==> src/rtl/arduino_move_tx_if.sv <==
// Request/status bundle between the game logic and the Arduino UART transmitter.
// The master side issues move/end requests; the slave side drives the line and status.
interface arduino_move_tx_if;
  logic       move_req;
  logic [2:0] move_col;
  logic       end_req;
  logic [1:0] end_result;
  logic       tx;
  logic       busy;
  logic       done;
  logic       dropped;

  modport master (
    output move_req, move_col, end_req, end_result,
    input  tx, busy, done, dropped
  );

  modport slave (
    input  move_req, move_col, end_req, end_result,
    output tx, busy, done, dropped
  );
endinterface

==> src/rtl/arduino_move_tx.sv <==
// UART 8N1 transmitter for the FPGA-to-Arduino game link.
// Each request becomes a 3-byte packet: SYNC (0x55), PAYLOAD, SYNC^PAYLOAD.
// An end-of-game report arriving while busy is held one deep and sent right after.
module arduino_move_tx #(
  parameter int CLK_FREQ  = 50_000_000,
  parameter int BAUD_RATE = 9600
) (
  input  logic              clk,
  input  logic              rst,
  arduino_move_tx_if.slave  link
);

  localparam int              CLKS_PER_BIT = CLK_FREQ / BAUD_RATE;
  localparam int              CNT_W        = (CLKS_PER_BIT > 1) ? $clog2(CLKS_PER_BIT) : 1;
  localparam logic [CNT_W-1:0] LAST_CNT    = CNT_W'(CLKS_PER_BIT - 1);
  localparam logic [7:0]      SYNC         = 8'h55;

  typedef enum logic [1:0] {IDLE, START, DATA, STOP} state_t;

  state_t           state, state_n;
  logic [CNT_W-1:0] baud_cnt, baud_n;
  logic [2:0]       bit_idx, bit_n;
  logic [1:0]       byte_idx, byte_n;
  logic [7:0]       payload, payload_n;
  logic             end_pending, pending_n;
  logic [1:0]       pend_result, pend_res_n;
  logic             tx_q, tx_n;
  logic             busy_q, busy_n;
  logic             done_q, done_n;
  logic             dropped_q, dropped_n;

  logic             move_ok, end_ok, bad_req;
  logic             start_pkt;
  logic [7:0]       start_payload;
  logic [7:0]       next_byte;

  // Register all FSM state and the line/status outputs so tx never glitches.
  always_ff @(posedge clk) begin
    if (rst) begin
      state       <= IDLE;
      baud_cnt    <= '0;
      bit_idx     <= '0;
      byte_idx    <= '0;
      payload     <= '0;
      end_pending <= 1'b0;
      pend_result <= '0;
      tx_q        <= 1'b1;
      busy_q      <= 1'b0;
      done_q      <= 1'b0;
      dropped_q   <= 1'b0;
    end else begin
      state       <= state_n;
      baud_cnt    <= baud_n;
      bit_idx     <= bit_n;
      byte_idx    <= byte_n;
      payload     <= payload_n;
      end_pending <= pending_n;
      pend_result <= pend_res_n;
      tx_q        <= tx_n;
      busy_q      <= busy_n;
      done_q      <= done_n;
      dropped_q   <= dropped_n;
    end
  end

  // Request acceptance, bit/byte sequencing and the next line level.
  always_comb begin
    state_n       = state;
    baud_n        = baud_cnt;
    bit_n         = bit_idx;
    byte_n        = byte_idx;
    payload_n     = payload;
    pending_n     = end_pending;
    pend_res_n    = pend_result;
    busy_n        = busy_q;
    done_n        = 1'b0;
    dropped_n     = 1'b0;
    start_pkt     = 1'b0;
    start_payload = payload;
    next_byte     = SYNC;
    tx_n          = 1'b1;

    move_ok = link.move_req && (link.move_col != 3'd7);
    end_ok  = link.end_req && (link.end_result != 2'b00);
    bad_req = (link.move_req && !move_ok) || (link.end_req && !end_ok);

    if (state == IDLE) begin
      baud_n    = '0;
      dropped_n = bad_req;
      if (move_ok) begin
        start_pkt     = 1'b1;
        start_payload = {2'b01, 3'b000, link.move_col};
        if (end_ok) begin
          pending_n  = 1'b1;
          pend_res_n = link.end_result;
        end
      end else if (end_ok) begin
        start_pkt     = 1'b1;
        start_payload = {2'b10, 4'b0000, link.end_result};
      end
    end else begin
      dropped_n = link.move_req || (link.end_req && !end_ok);
      if (end_ok) begin
        pending_n  = 1'b1;
        pend_res_n = link.end_result;
      end
      if (baud_cnt == LAST_CNT) begin
        baud_n = '0;
        case (state)
          START: begin
            state_n = DATA;
            bit_n   = 3'd0;
          end
          DATA: begin
            if (bit_idx == 3'd7) state_n = STOP;
            else                 bit_n   = bit_idx + 3'd1;
          end
          STOP: begin
            if (byte_idx != 2'd2) begin
              state_n = START;
              byte_n  = byte_idx + 2'd1;
            end else begin
              done_n = 1'b1;
              if (pending_n) begin
                start_pkt     = 1'b1;
                start_payload = {2'b10, 4'b0000, pend_res_n};
                pending_n     = 1'b0;
              end else begin
                state_n = IDLE;
                busy_n  = 1'b0;
              end
            end
          end
          default: state_n = IDLE;
        endcase
      end else begin
        baud_n = baud_cnt + 1'b1;
      end
    end

    if (start_pkt) begin
      state_n   = START;
      baud_n    = '0;
      bit_n     = 3'd0;
      byte_n    = 2'd0;
      payload_n = start_payload;
      busy_n    = 1'b1;
    end

    case (byte_n)
      2'd0:    next_byte = SYNC;
      2'd1:    next_byte = payload_n;
      default: next_byte = SYNC ^ payload_n;
    endcase

    case (state_n)
      IDLE:    tx_n = 1'b1;
      START:   tx_n = 1'b0;
      DATA:    tx_n = next_byte[bit_n];
      default: tx_n = 1'b1;
    endcase
  end

  assign link.tx      = tx_q;
  assign link.busy    = busy_q;
  assign link.done    = done_q;
  assign link.dropped = dropped_q;

endmodule

==> src/flat_wrapper.sv <==
// flat-port wrapper written by rule: the top's interface ports become plain ports
module arduino_move_tx_flat 
#(
  parameter int CLK_FREQ  = 50_000_000,
  parameter int BAUD_RATE = 9600
)
  (clk, rst, link_move_req, link_move_col, link_end_req, link_end_result, link_tx, link_busy, link_done, link_dropped);
  arduino_move_tx_if link_i ();
  input  logic clk;
  input  logic rst;
  input wire logic [$bits(link_i.move_req)-1:0] link_move_req;
  input wire logic [$bits(link_i.move_col)-1:0] link_move_col;
  input wire logic [$bits(link_i.end_req)-1:0] link_end_req;
  input wire logic [$bits(link_i.end_result)-1:0] link_end_result;
  output wire logic [$bits(link_i.tx)-1:0] link_tx;
  output wire logic [$bits(link_i.busy)-1:0] link_busy;
  output wire logic [$bits(link_i.done)-1:0] link_done;
  output wire logic [$bits(link_i.dropped)-1:0] link_dropped;
  assign link_i.move_req = link_move_req;
  assign link_i.move_col = link_move_col;
  assign link_i.end_req = link_end_req;
  assign link_i.end_result = link_end_result;
  assign link_tx = link_i.tx;
  assign link_busy = link_i.busy;
  assign link_done = link_i.done;
  assign link_dropped = link_i.dropped;
  arduino_move_tx #(.CLK_FREQ(CLK_FREQ), .BAUD_RATE(BAUD_RATE)) u_core (.clk(clk), .rst(rst), .link(link_i));
endmodule
==> config.mk <==
export PLATFORM = sky130hd
export DESIGN_NAME = arduino_move_tx_flat
export DESIGN_NICKNAME = d
export VERILOG_FILES = /design/src/rtl/arduino_move_tx_if.sv /design/src/rtl/arduino_move_tx.sv /design/src/flat_wrapper.sv
export SDC_FILE = /design/constraint.sdc
export NUM_CORES = 1
export LEC_CHECK = 0
export ABC_AREA = 1
export CAP_MARGIN = 20
export CORE_ASPECT_RATIO = 0.6
export CORE_MARGIN = 3
export CORE_UTILIZATION = 45
export DETAILED_ROUTE_END_ITERATION = 12
export GPL_TIMING_DRIVEN = 0
export PLACE_DENSITY = 0.59
export SLEW_MARGIN = 25
export SYNTH_ARGS = -nofsm -noshare
export SYNTH_HDL_FRONTEND = slang
export SYNTH_SLANG_ARGS = --single-unit
==> constraint.sdc <==
create_clock -name clk -period 6.2 [get_ports clk]
set_clock_uncertainty 0.1 [all_clocks]
set_input_delay 0.62 -clock clk [delete_from_list [all_inputs] [get_ports clk]]
set_output_delay 0.62 -clock clk [all_outputs]
set_load 0.01 [all_outputs]
==> impl_metrics.csv <==
group,metric,value,unit
final_layout,fin_nets,352,
timing,rsz0062_at_grt,"no",
logic_synthesis,synthAdderAreaFrac,4.271,%
min_path,min_to,"u_core.payload[5]",
global_routing,grt_max_degree,12,
logic_synthesis,async_flop_share,0,%
die,die_h,58.29,um
die,std_cell_rows,18,
global_routing,grt_pass1_vias,1672,
pwr,power_leakage,1.002,nW
timing,final.setup.tns,0,ps
clock_tree,clock-sinks,35,
timing,fin_ws,3462,ps
placed_design,dp_slack,3160,ps
timing,timing.fmax,365.2,MHz
timing,hold_viol_final,0,
final_layout,seq_area,700.7,sq um
critical_path,start_kind,"input port",
global_routing,grt_pass1_wl,7962,um
logic_synthesis,synth_nets,334,
clock_tree,cts_root_buf,"clkbuf_8",
final_layout,area_delta_synth_final,13.18,%
critical_path,crit_fanout,9,
critical_path,r2r_start,"u_core.state[0]",
global_routing,grt_use_total,18.95,%
detailed_routing,drc_errors,0,
min_path,min_path_type,"flop to flop",
timing,fin_crit,2738,ps
clock_tree,post-cts-setup-buffer-count,0,
clock_tree,clock_path_buffers,2,
logic_synthesis,yosysTopAreaCellShare,34.17,%
critical_path,crit_arrival,2830,ps
critical_path,worst_r2r_path_depth,15,
detailed_routing,post_drt_wl_per_cell,11.98,um
global_routing,grt_overflow,0,
logic_synthesis,ys_seq_area_share,34.17,%
detailed_routing,dr.pass1.iters,5,
clock_tree,cts_tree,"done",
global_routing,grt_antenna_before_repair,0,
critical_path,crit_type,"input port to flop",
detailed_routing,wirelength,4758,um
placed_design,dp_hpwl,3708,um
clock_tree,cts_buffers,5,
critical_path,required,6290,ps
clock_tree,clk-insertion-delay-late,290,ps
critical_path,rrSetupSlack,3640,ps
min_path,holdPathStages,2,
clock_tree,cts_hold_buf,0,
die,dieArea,5430,sq um
logic_synthesis,yosysWarnings,0,
status,status,"finished clean",
timing,whs,353.5,ps
placed_design,io_buffer_count,11,
logic_synthesis,synth-xor-area-share,0.8542,%
die,die_w,93.15,um
logic_synthesis,synthMuxAreaShare,0,%
pwr,power.density,207.2,nW/um^2
logic_synthesis,synth_ff_type,"dfxtp_1",
die,core_area,4234,sq um
logic_synthesis,syn_area_per_cell,6.449,sq um
timing,tightestPinTransition,463.1,ps
timing,slew_violations,0,
logic_synthesis,yosysTopAreaCell,"dfxtp_1",
logic_synthesis,ys_types,30,
logic_synthesis,synthSimpleGateAreaFrac,37.77,%
detailed_routing,viasPerCell,4.839,
clock_tree,clk_pin_slew_worst_paths,70,ps
clock_tree,cts_resized,0,
logic_synthesis,synth_area,2051,sq um
final_layout,insertedDiodeCount,0,
flow_run,drv_cap,0,
final_layout,drive_gt1_share,7.715,%
die,num_io_pins,13,
logic_synthesis,synth_top_family_by_area,"simple AND/OR/NAND/NOR gates",
critical_path,endpoint_kind,"flop",
logic_synthesis,synth.area.top_cells,"dfxtp_1 (34%), nand2_1 (14%), inv_1 (8.8%)",
timing,setup_viol,0,
logic_synthesis,synth_seq_cells,35,
critical_path,r2r-end,"u_core.link.tx",
final_layout,final_core_util,54.82,%
clock_tree,cts_max_level,2,
die,start_util,48.43,%
placed_design,gp_congestion,0.8115,
logic_synthesis,synth_edf_count,0,
logic_synthesis,syn_inst,318,
timing,max-slew-margin-rel,68.89,%
detailed_routing,ant_nets,0,
final_layout,fillers,467,
min_path,min_from,"u_core.payload[5]",
pwr,peakVddDrop,0.0001364,V
logic_synthesis,synth_compound_area_share,12.51,%
timing,period_share,44.17,%
detailed_routing,vias,1921,
detailed_routing,dr.first_iter.drc_count,95,
final_layout,multi_input_area,1136,sq um
## critical path, stage by stage
cell             delay [ps]
clkdlybuf4s50_1         480
inv_1                    50
nand2_1                 100
nand2_2                 140
a21oi_2                 320
nand2_2                 150
nand2_2                 100
nand2_4                  80
nand3_1                 240
nand2_1                  90
inv_1                    50
nand2_1                  40
nand2_1                  80
nand2_1                  60
nand2_1                  50
nand3_1                  70
nand2_1                  60
inv_1                    30
## synthesized netlist by cell type, drive strengths merged (6+ instances only)
master,count
nand3,31
dfxtp,35
nor2,39
nand2,84
nor3,6
nand4,7
inv,51
a21oi,23
ha,7
o21ai,19
## worst max path at each step
stage | startpoint | to | slack, ps | depth (start not counted)
after floorplan | link_end_result[0] | u_core.link.tx | 4040 | 13
after global placement | link_end_result[0] | u_core.link.tx | 3180 | 18
after detailed placement | link_end_result[0] | u_core.link.tx | 3160 | 18
after CTS | link_end_result[0] | u_core.link.tx | 3470 | 18
after global routing | link_end_result[0] | u_core.link.tx | 3210 | 18
final | link_end_result[0] | u_core.link.tx | 3460 | 18
## kinds of logic (layout without fill, tap and decap cells)
kind of cell,Yosys count,in the layout
simple gates,173,173
flops,35,35
buf+inv,55,74
compound gates,46,46
fa+ha+maj,7,7
xor+xnor,2,2
## layer usage
| layer | track usage [%] | wire (um) | up-vias |
|---|---|---|---|
| met5 | 0 | 0 | - |
| met4 | 5.637 | 33 | 0 |
| met3 | 5.109 | 255 | 4 |
| met2 | 22.93 | 1672 | 41 |
| met1 | 31.14 | 2796 | 819 |
| li1 | - | - | 1057 |
## registers in the layout (all words and copies together) (netlist names)
register             count
u_core.baud_cnt         13
u_core.bit_idx           3
u_core.byte_idx          2
u_core.end_pending       1
u_core.link.busy         1
u_core.link.done         1
u_core.link.dropped      1
u_core.link.tx           1
u_core.payload           8
u_core.pend_result       2
u_core.state             2
## power breakdown
part           internal, W  leakage (nW)   total, W  switching [W]
registers         0.000233         0.285   0.000237     0.00000364
clock network    0.0000785        0.0412   0.000164      0.0000853
logic            0.0000293         0.676  0.0000805      0.0000512
## metrics by stage
step / instance area [sq um] / total power, W / cells
after floorplan: 2051 / 0.0002976 / 318
after global placement: 2236 / 0.0003219 / 389
after detailed placement: 2236 / 0.0003220 / 389
after CTS: 2321 / 0.0004881 / 397
after global routing: 2321 / 0.0005113 / 397
final: 2321 / 0.0004810 / 397
## layout by cell type, fill, tap and decap left out, types with 7 or more instances in the layout
cell             instances
nand4_1                  7
nand2_1                 79
nand3_1                 29
ha_1                     7
nor2_1                  35
a21oi_1                 22
inv_1                   48
dfxtp_1                 35
o21ai_0                 19
clkdlybuf4s50_1         11
## final cells by class
| type | count | area share (%) |
|---|---|---|
| Tap cell | 60 | 3.234 |
| Clock buffer | 6 | 3.127 |
| Timing Repair Buffer | 11 | 4.744 |
| Clock inverter | 2 | 0.5391 |
| Inverter | 51 | 8.248 |
| Buffer | 4 | 0.9703 |
| Sequential cell | 35 | 30.19 |
| Multi-Input combinational cell | 228 | 48.95 |
Note: power is estimated with default switching activity, not from simulation.
==> variant 1: new RTL, same flow settings <==
Re-encode `state_t` (4 states) as one-hot, 4 bits wide.
--- a/src/rtl/arduino_move_tx.sv
+++ b/src/rtl/arduino_move_tx.sv
@@ -17,3 +17,3 @@
 
-  typedef enum logic [1:0] {IDLE, START, DATA, STOP} state_t;
+  typedef enum logic [3:0] {IDLE = 4'b0001, START = 4'b0010, DATA = 4'b0100, STOP = 4'b1000} state_t;
 
Check against the original RTL: same outputs for any inputs over 10 cycles, from zero or initial values and one cycle with rst high; not proved beyond that.
==> variant 1 against the original RTL <==
  * Area after synthesis rose by 9.2%
  * Setup slack gained 14 ps
  * Cell area grew 10%
  * Synthesized cell count rose by 4.1%
  * Clock power is 35% higher
  * Wire length rose by 11%
  * Sequential cell count grew 2
  * Power is 27% higher
  * Worst hold slack got worse by 0.87 ps
  * Critical path type unchanged
  * Critical endpoint unchanged
==> variant 1: results (changes against the original RTL) <==
Final layout
  – Final Net Count: 363 (was 352)
  – Share of layout cells above drive strength 1: 12.3% (was 7.72%)
  – Fill cell count: 479 (was 467)
  – Biggest registers after layout: u_core.baud_cnt: 13 flops, u_core.payload: 8 flops, u_core.state: 4 flops (was u_core.baud_cnt: 13 flops, u_core.payload: 8 flops, u_core.bit_idx: 3 flops)

Drt
  – Count of routing violations after the opening detailed-route iteration: 84 (was 95)
  – Wire length reported by the detailed router: 5270 µm (was 4760 µm)
  – Detailed-route via count: 2065 (was 1921)

Synthesis
  – Leading cell types by count after synthesis: 87 x sky130_fd_sc_hd__nand2_1, 46 x sky130_fd_sc_hd__inv_1, 38 x sky130_fd_sc_hd__nor2_1 (was 79 x sky130_fd_sc_hd__nand2_1, 48 x sky130_fd_sc_hd__inv_1, 35 x sky130_fd_sc_hd__dfxtp_1, 35 x sky130_fd_sc_hd__nor2_1, 29 x sky130_fd_sc_hd__nand3_1)
  – Unique cell type count in the Yosys netlist: 37 (was 30)
  – Syn_nets: 344 (was 334)
  – Fraction of the yosys area taken by sequential cells: 33.1% (was 34.2%)
  – Cells taking the most area after synthesis: sky130_fd_sc_hd__dfxtp_1 33%, sky130_fd_sc_hd__nand2_1 15%, sky130_fd_sc_hd__inv_1 7.7% (was sky130_fd_sc_hd__dfxtp_1 34%, sky130_fd_sc_hd__nand2_1 14%, sky130_fd_sc_hd__inv_1 8.8%)

Global route
  – Via count of the first global-routing pass: 1866 (was 1672)
  – First-pass GRT wire length: 9070 µm (was 7960 µm)
  – All-layer global routing usage: 19.5% (was 19.0%)

Place
  – Post-DP HPWL: 4000 µm (was 3710 µm)
  – GP Congestion: 0.834 (was 0.812)
  – Port Buffers: 12 (was 11)

Status
  – Outcome: finished, final reports clean (unchanged)

Setup path
  – Crit path largest cell delay: 520 ps (was 480 ps)
  – Critical register-to-register path startpoint: u_core.baud_cnt[0] (was u_core.state[0])
  – FF-to-FF setup slack: 3720 ps (was 3640 ps)
  – Highest fanout seen on the critical path: 7 (was 9)
  – Arrival time at the worst endpoint: 2810 ps (was 2830 ps)

CTS
  – Clock transition at the register clock pins on the worst setup and hold paths after CTS: 70 ps (about the same)
  – Inserted Clock Buffers: 5 (unchanged)

Timing
  – Transition time at the pin with the least slew margin: 551 ps (was 463 ps)

Worst hold path
  – Worst Hold Launch: u_core.baud_cnt[0] (was u_core.payload[5])

Power and ir drop
  – Leakage dissipation: 0.00120 µW (was 0.00100 µW)
variant 1: cell count changes after synthesis, moves of 4 or more:
| cell | unedited run | this run |
|---|---|---|
| sky130_fd_sc_hd__nand4_1 | 7 | 1 |
| sky130_fd_sc_hd__nand3_1 | 29 | 24 |
| sky130_fd_sc_hd__nor2_2 | 3 | 7 |
| sky130_fd_sc_hd__a211oi_1 | 0 | 4 |
| sky130_fd_sc_hd__nand2_1 | 79 | 87 |
| sky130_fd_sc_hd__o21ai_0 | 19 | 12 |
| sky130_fd_sc_hd__a21oi_1 | 22 | 15 |
variant 1: cells by family (layout without fill, tap and decap cells):
family / count (synthesis) / in the layout / share of synthesized area (%)
AO/OA/AOI/OAI: 41 / 41 / 11.6
AND/OR/NAND/NOR: 189 / 189 / 41.6
adder cells (fa/ha/maj): 4 / 4 / 2.23
flip-flops: 37 / 37 / 33.1
buffers and inverters: 57 / 77 / 10.4
XOR/XNOR: 3 / 3 / 1.17
variant 1: path summary, 6_finish.rpt:
check,cells past startpoint,end
setup / recovery,16,u_core.link.tx
hold / removal,1,u_core.baud_cnt[0]
hold reg to reg,1,u_core.baud_cnt[0]
setup reg to reg,16,u_core.link.tx
variant 1: through the flow:
stage | hold slack [ps] | util, % | instances | setup slack (ps) | instance area (µm²)
after floorplan | 318 | - | 331 | 4110 | 2240
after detailed placement | 342 | 52.1 | 406 | 3210 | 2440
after CTS | 361 | 54.6 | 414 | 3500 | 2550
after global routing | 379 | 54.6 | 414 | 3300 | 2550
after global placement | 332 | 52.1 | 406 | 3190 | 2440
final | 353 | 54.6 | 414 | 3480 | 2550
variant 1: power by group:
group	switching, µW	internal [µW]	total [µW]
Clock	89.4	131	221
Sequential	9.88	251	261
Combinational	82.6	47.7	130
variant 1: cell type report:
| type | instances | area share [%] |
|---|---|---|
| inverters | 53 | 7.88 |
| plain buffers | 4 | 1.22 |
| repair buffers | 12 | 4.70 |
| clock inverters | 1 | 1.18 |
| clock buffers | 7 | 3.38 |
| flip-flops and latches | 37 | 29.0 |
| multi-input cells | 237 | 49.6 |
| well taps | 63 | 3.09 |
variant 1: layer usage:
metal / up-vias / share of wire [%] / GRT usage, %
met5: - / 0 / 0
li1: 1089 / - / -
met3: 4 / 5.2 / 4.94
met2: 43 / 36 / 26.2
met1: 929 / 59 / 30.9
met4: 0 / 0.32 / 3.40
==> variant 2: new RTL, same settings <==
Made on the original files. `CLK_FREQ` is set to 50_000_000 in 2 places; all go to 25_000_000.
--- a/src/rtl/arduino_move_tx.sv
+++ b/src/rtl/arduino_move_tx.sv
@@ -4,3 +4,3 @@
 module arduino_move_tx #(
-  parameter int CLK_FREQ  = 50_000_000,
+  parameter int CLK_FREQ  = 25_000_000,
   parameter int BAUD_RATE = 9600
--- a/src/flat_wrapper.sv
+++ b/src/flat_wrapper.sv
@@ -3,3 +3,3 @@
 #(
-  parameter int CLK_FREQ  = 50_000_000,
+  parameter int CLK_FREQ  = 25_000_000,
   parameter int BAUD_RATE = 9600
Formal check against the unedited RTL: no difference found for any inputs over 10 cycles, from zero or initial values and one cycle with rst high; that may be too few to reach the edited logic, so the function may still have changed.
==> variant 2 against the original RTL <==
  * Largest cell class unchanged
  * Wire length down 5.2%
  * Die area down 2.6%
  * Cell area down 2.3%
  * Area after synthesis down 2.9%
  * Count of clock-buffer cells in the layout up 1
  * Power up 0.57%
  * Sequential share of layout area down 0.18 points
  * Critical endpoint unchanged
  * Critical path depth down 3
  * Sequential cell count down 1
  * Setup slack better by 37 ps
==> variant 2: results (changes against the original RTL) <==
Place
  – GP Congestion: 0.836 (was 0.812)
  – Post-DP HPWL: 3370 µm (was 3710 µm)
  – Port Buffers: 11 (unchanged)

CTS
  – Resized Gates After CTS: 0 (unchanged)
  – CTS Root Cell: sky130_fd_sc_hd__clkbuf_8 (unchanged)
  – Inserted Clock Buffers: 5 (unchanged)
  – Number of levels in the clock H-tree: 2 (unchanged)
  – Clock Tree Buf Depth: 2 (unchanged)

Setup path
  – Arrival time at the worst endpoint: 2840 ps (was 2830 ps)
  – FF-to-FF setup slack: 3610 ps (was 3640 ps)
  – Depth of the worst register-to-register path: 18 (was 15)
  – Highest fanout seen on the critical path: 10 (was 9)

Synthesis
  – Fraction of the yosys area taken by sequential cells: 34.2% (about the same)
  – Adder-cell share of the synthesized area: 4.40% (was 4.27%)
  – Share of the synthesized area in compound gates (AO/OA/AOI/OAI): 11.0% (was 12.5%)
  – Leading cell types by count after synthesis: 69 x sky130_fd_sc_hd__nand2_1, 41 x sky130_fd_sc_hd__inv_1, 34 x sky130_fd_sc_hd__dfxtp_1 (was 79 x sky130_fd_sc_hd__nand2_1, 48 x sky130_fd_sc_hd__inv_1, 35 x sky130_fd_sc_hd__dfxtp_1, 35 x sky130_fd_sc_hd__nor2_1, 29 x sky130_fd_sc_hd__nand3_1)
  – Multiplexer share of the synthesized area: 0.503% (was 0%)
  – Syn_nets: 298 (was 334)
  – Unique cell type count in the Yosys netlist: 41 (was 30)
  – Cells taking the most area after synthesis: sky130_fd_sc_hd__dfxtp_1 34%, sky130_fd_sc_hd__nand2_1 13%, sky130_fd_sc_hd__inv_1 7.7% (was sky130_fd_sc_hd__dfxtp_1 34%, sky130_fd_sc_hd__nand2_1 14%, sky130_fd_sc_hd__inv_1 8.8%)
  – Synth Area in XOR/XNOR: 0.440% (was 0.854%)

Status
  – Outcome: finished, final reports clean (unchanged)

Power and ir drop
  – Leakage dissipation: 0.00106 µW (was 0.00100 µW)
  – Worst IR drop on VDD: 110 µV (was 136 µV)

Global route
  – Initial antenna violation count: 0 (unchanged)
  – All-layer global routing usage: 18.7% (was 19.0%)
  – Via count of the first global-routing pass: 1547 (was 1672)
  – First-pass GRT wire length: 7770 µm (was 7960 µm)
  – Pin count of the biggest net entering global routing: 11 (was 12)

Final layout
  – Fill cell count: 436 (was 467)
  – Number of antenna diodes: 0 (unchanged)
  – Final Net Count: 316 (was 352)
  – Share of layout cells above drive strength 1: 13.6% (was 7.72%)
  – Biggest registers after layout: u_core.baud_cnt: 12 flops, u_core.payload: 8 flops, u_core.bit_idx: 3 flops (was u_core.baud_cnt: 13 flops, u_core.payload: 8 flops, u_core.bit_idx: 3 flops)

Worst hold path
  – Min-Delay Path Depth: 1 (was 2)
  – Hold WC Path Type: reg2reg (unchanged)

Drt
  – Count of routing violations after the opening detailed-route iteration: 172 (was 95)
  – Wire length reported by the detailed router: 4510 µm (was 4760 µm)
  – Via-to-Cell Ratio: 4.79 (was 4.84)
  – First drt pass iteration count: 7 (was 5)

Timing
  – Transition time at the pin with the least slew margin: 588 ps (was 463 ps)
## variant 2: metrics by stage
stage	setup WS, ps	total power (µW)	std cells	area [µm²]	hold slack, ps
finish	3500	484	361	2270	353
global route	3320	509	361	2270	370
CTS	3560	488	361	2270	353
detailed placement	3290	315	353	2180	342
global placement	3250	315	353	2180	337
floorplan	4060	291	282	1990	318
## variant 2: final timing paths
check,start,endpoint
max reg2reg,u_core.state[0],u_core.link.tx
min reg2reg,u_core.baud_cnt[0],u_core.baud_cnt[0]
min,u_core.baud_cnt[0],u_core.baud_cnt[0]
max,link_end_result[1],u_core.link.tx
## variant 2: final cells by class
cell class	count	area (µm²)	share of cell area [%]
multi-input combinational	196	1100	48.6
buffer	6	35.0	1.54
tap	60	75.1	3.31
sequential	34	681	30.0
clock buffer	7	86.3	3.81
inverter	46	173	7.61
clock inverter	1	5.00	0.221
timing repair buffer	11	110	4.85
## variant 2: layer usage
| metal | global-route usage [%] | up-vias | routed length (µm) |
|---|---|---|---|
| met5 | 0 | - | 0 |
| met3 | 4.87 | 7 | 335 |
| met4 | 5.71 | 0 | 48 |
| met1 | 30.3 | 742 | 2590 |
| met2 | 23.0 | 45 | 1530 |
| li1 | - | 935 | - |
## variant 2: logic make-up after synthesis
| family | after synthesis |
|---|---|
| XOR/XNOR | 1 |
| AO/OA/AOI/OAI | 33 |
| multiplexers | 1 |
| buffers and inverters | 52 |
| adder cells (fa/ha/maj) | 7 |
| AND/OR/NAND/NOR | 154 |
| flip-flops | 34 |
## variant 2: power by group
group | total (µW) | internal [µW] | leakage, µW | switching [µW]
clock | 173 | 89.7 | 0.0000482 | 83.6
combinational | 79.3 | 29.6 | 0.000734 | 49.8
sequential | 231 | 227 | 0.000277 | 4.30
total | 484 | 346 | 0.00106 | 138
## variant 2: critical path, cell delays in order
cell	delay [ps]
sky130_fd_sc_hd__clkdlybuf4s50_1	490
sky130_fd_sc_hd__o21ai_4	310
sky130_fd_sc_hd__a21oi_2	160
sky130_fd_sc_hd__nand2_4	130
sky130_fd_sc_hd__nand2_4	50
sky130_fd_sc_hd__nand2_4	60
sky130_fd_sc_hd__buf_6	150
sky130_fd_sc_hd__o21ai_2	80
sky130_fd_sc_hd__a21oi_1	220
sky130_fd_sc_hd__inv_1	130
sky130_fd_sc_hd__a21oi_1	130
sky130_fd_sc_hd__nand2_1	80
sky130_fd_sc_hd__nand3_1	100
sky130_fd_sc_hd__nand2_1	70
sky130_fd_sc_hd__inv_1	50
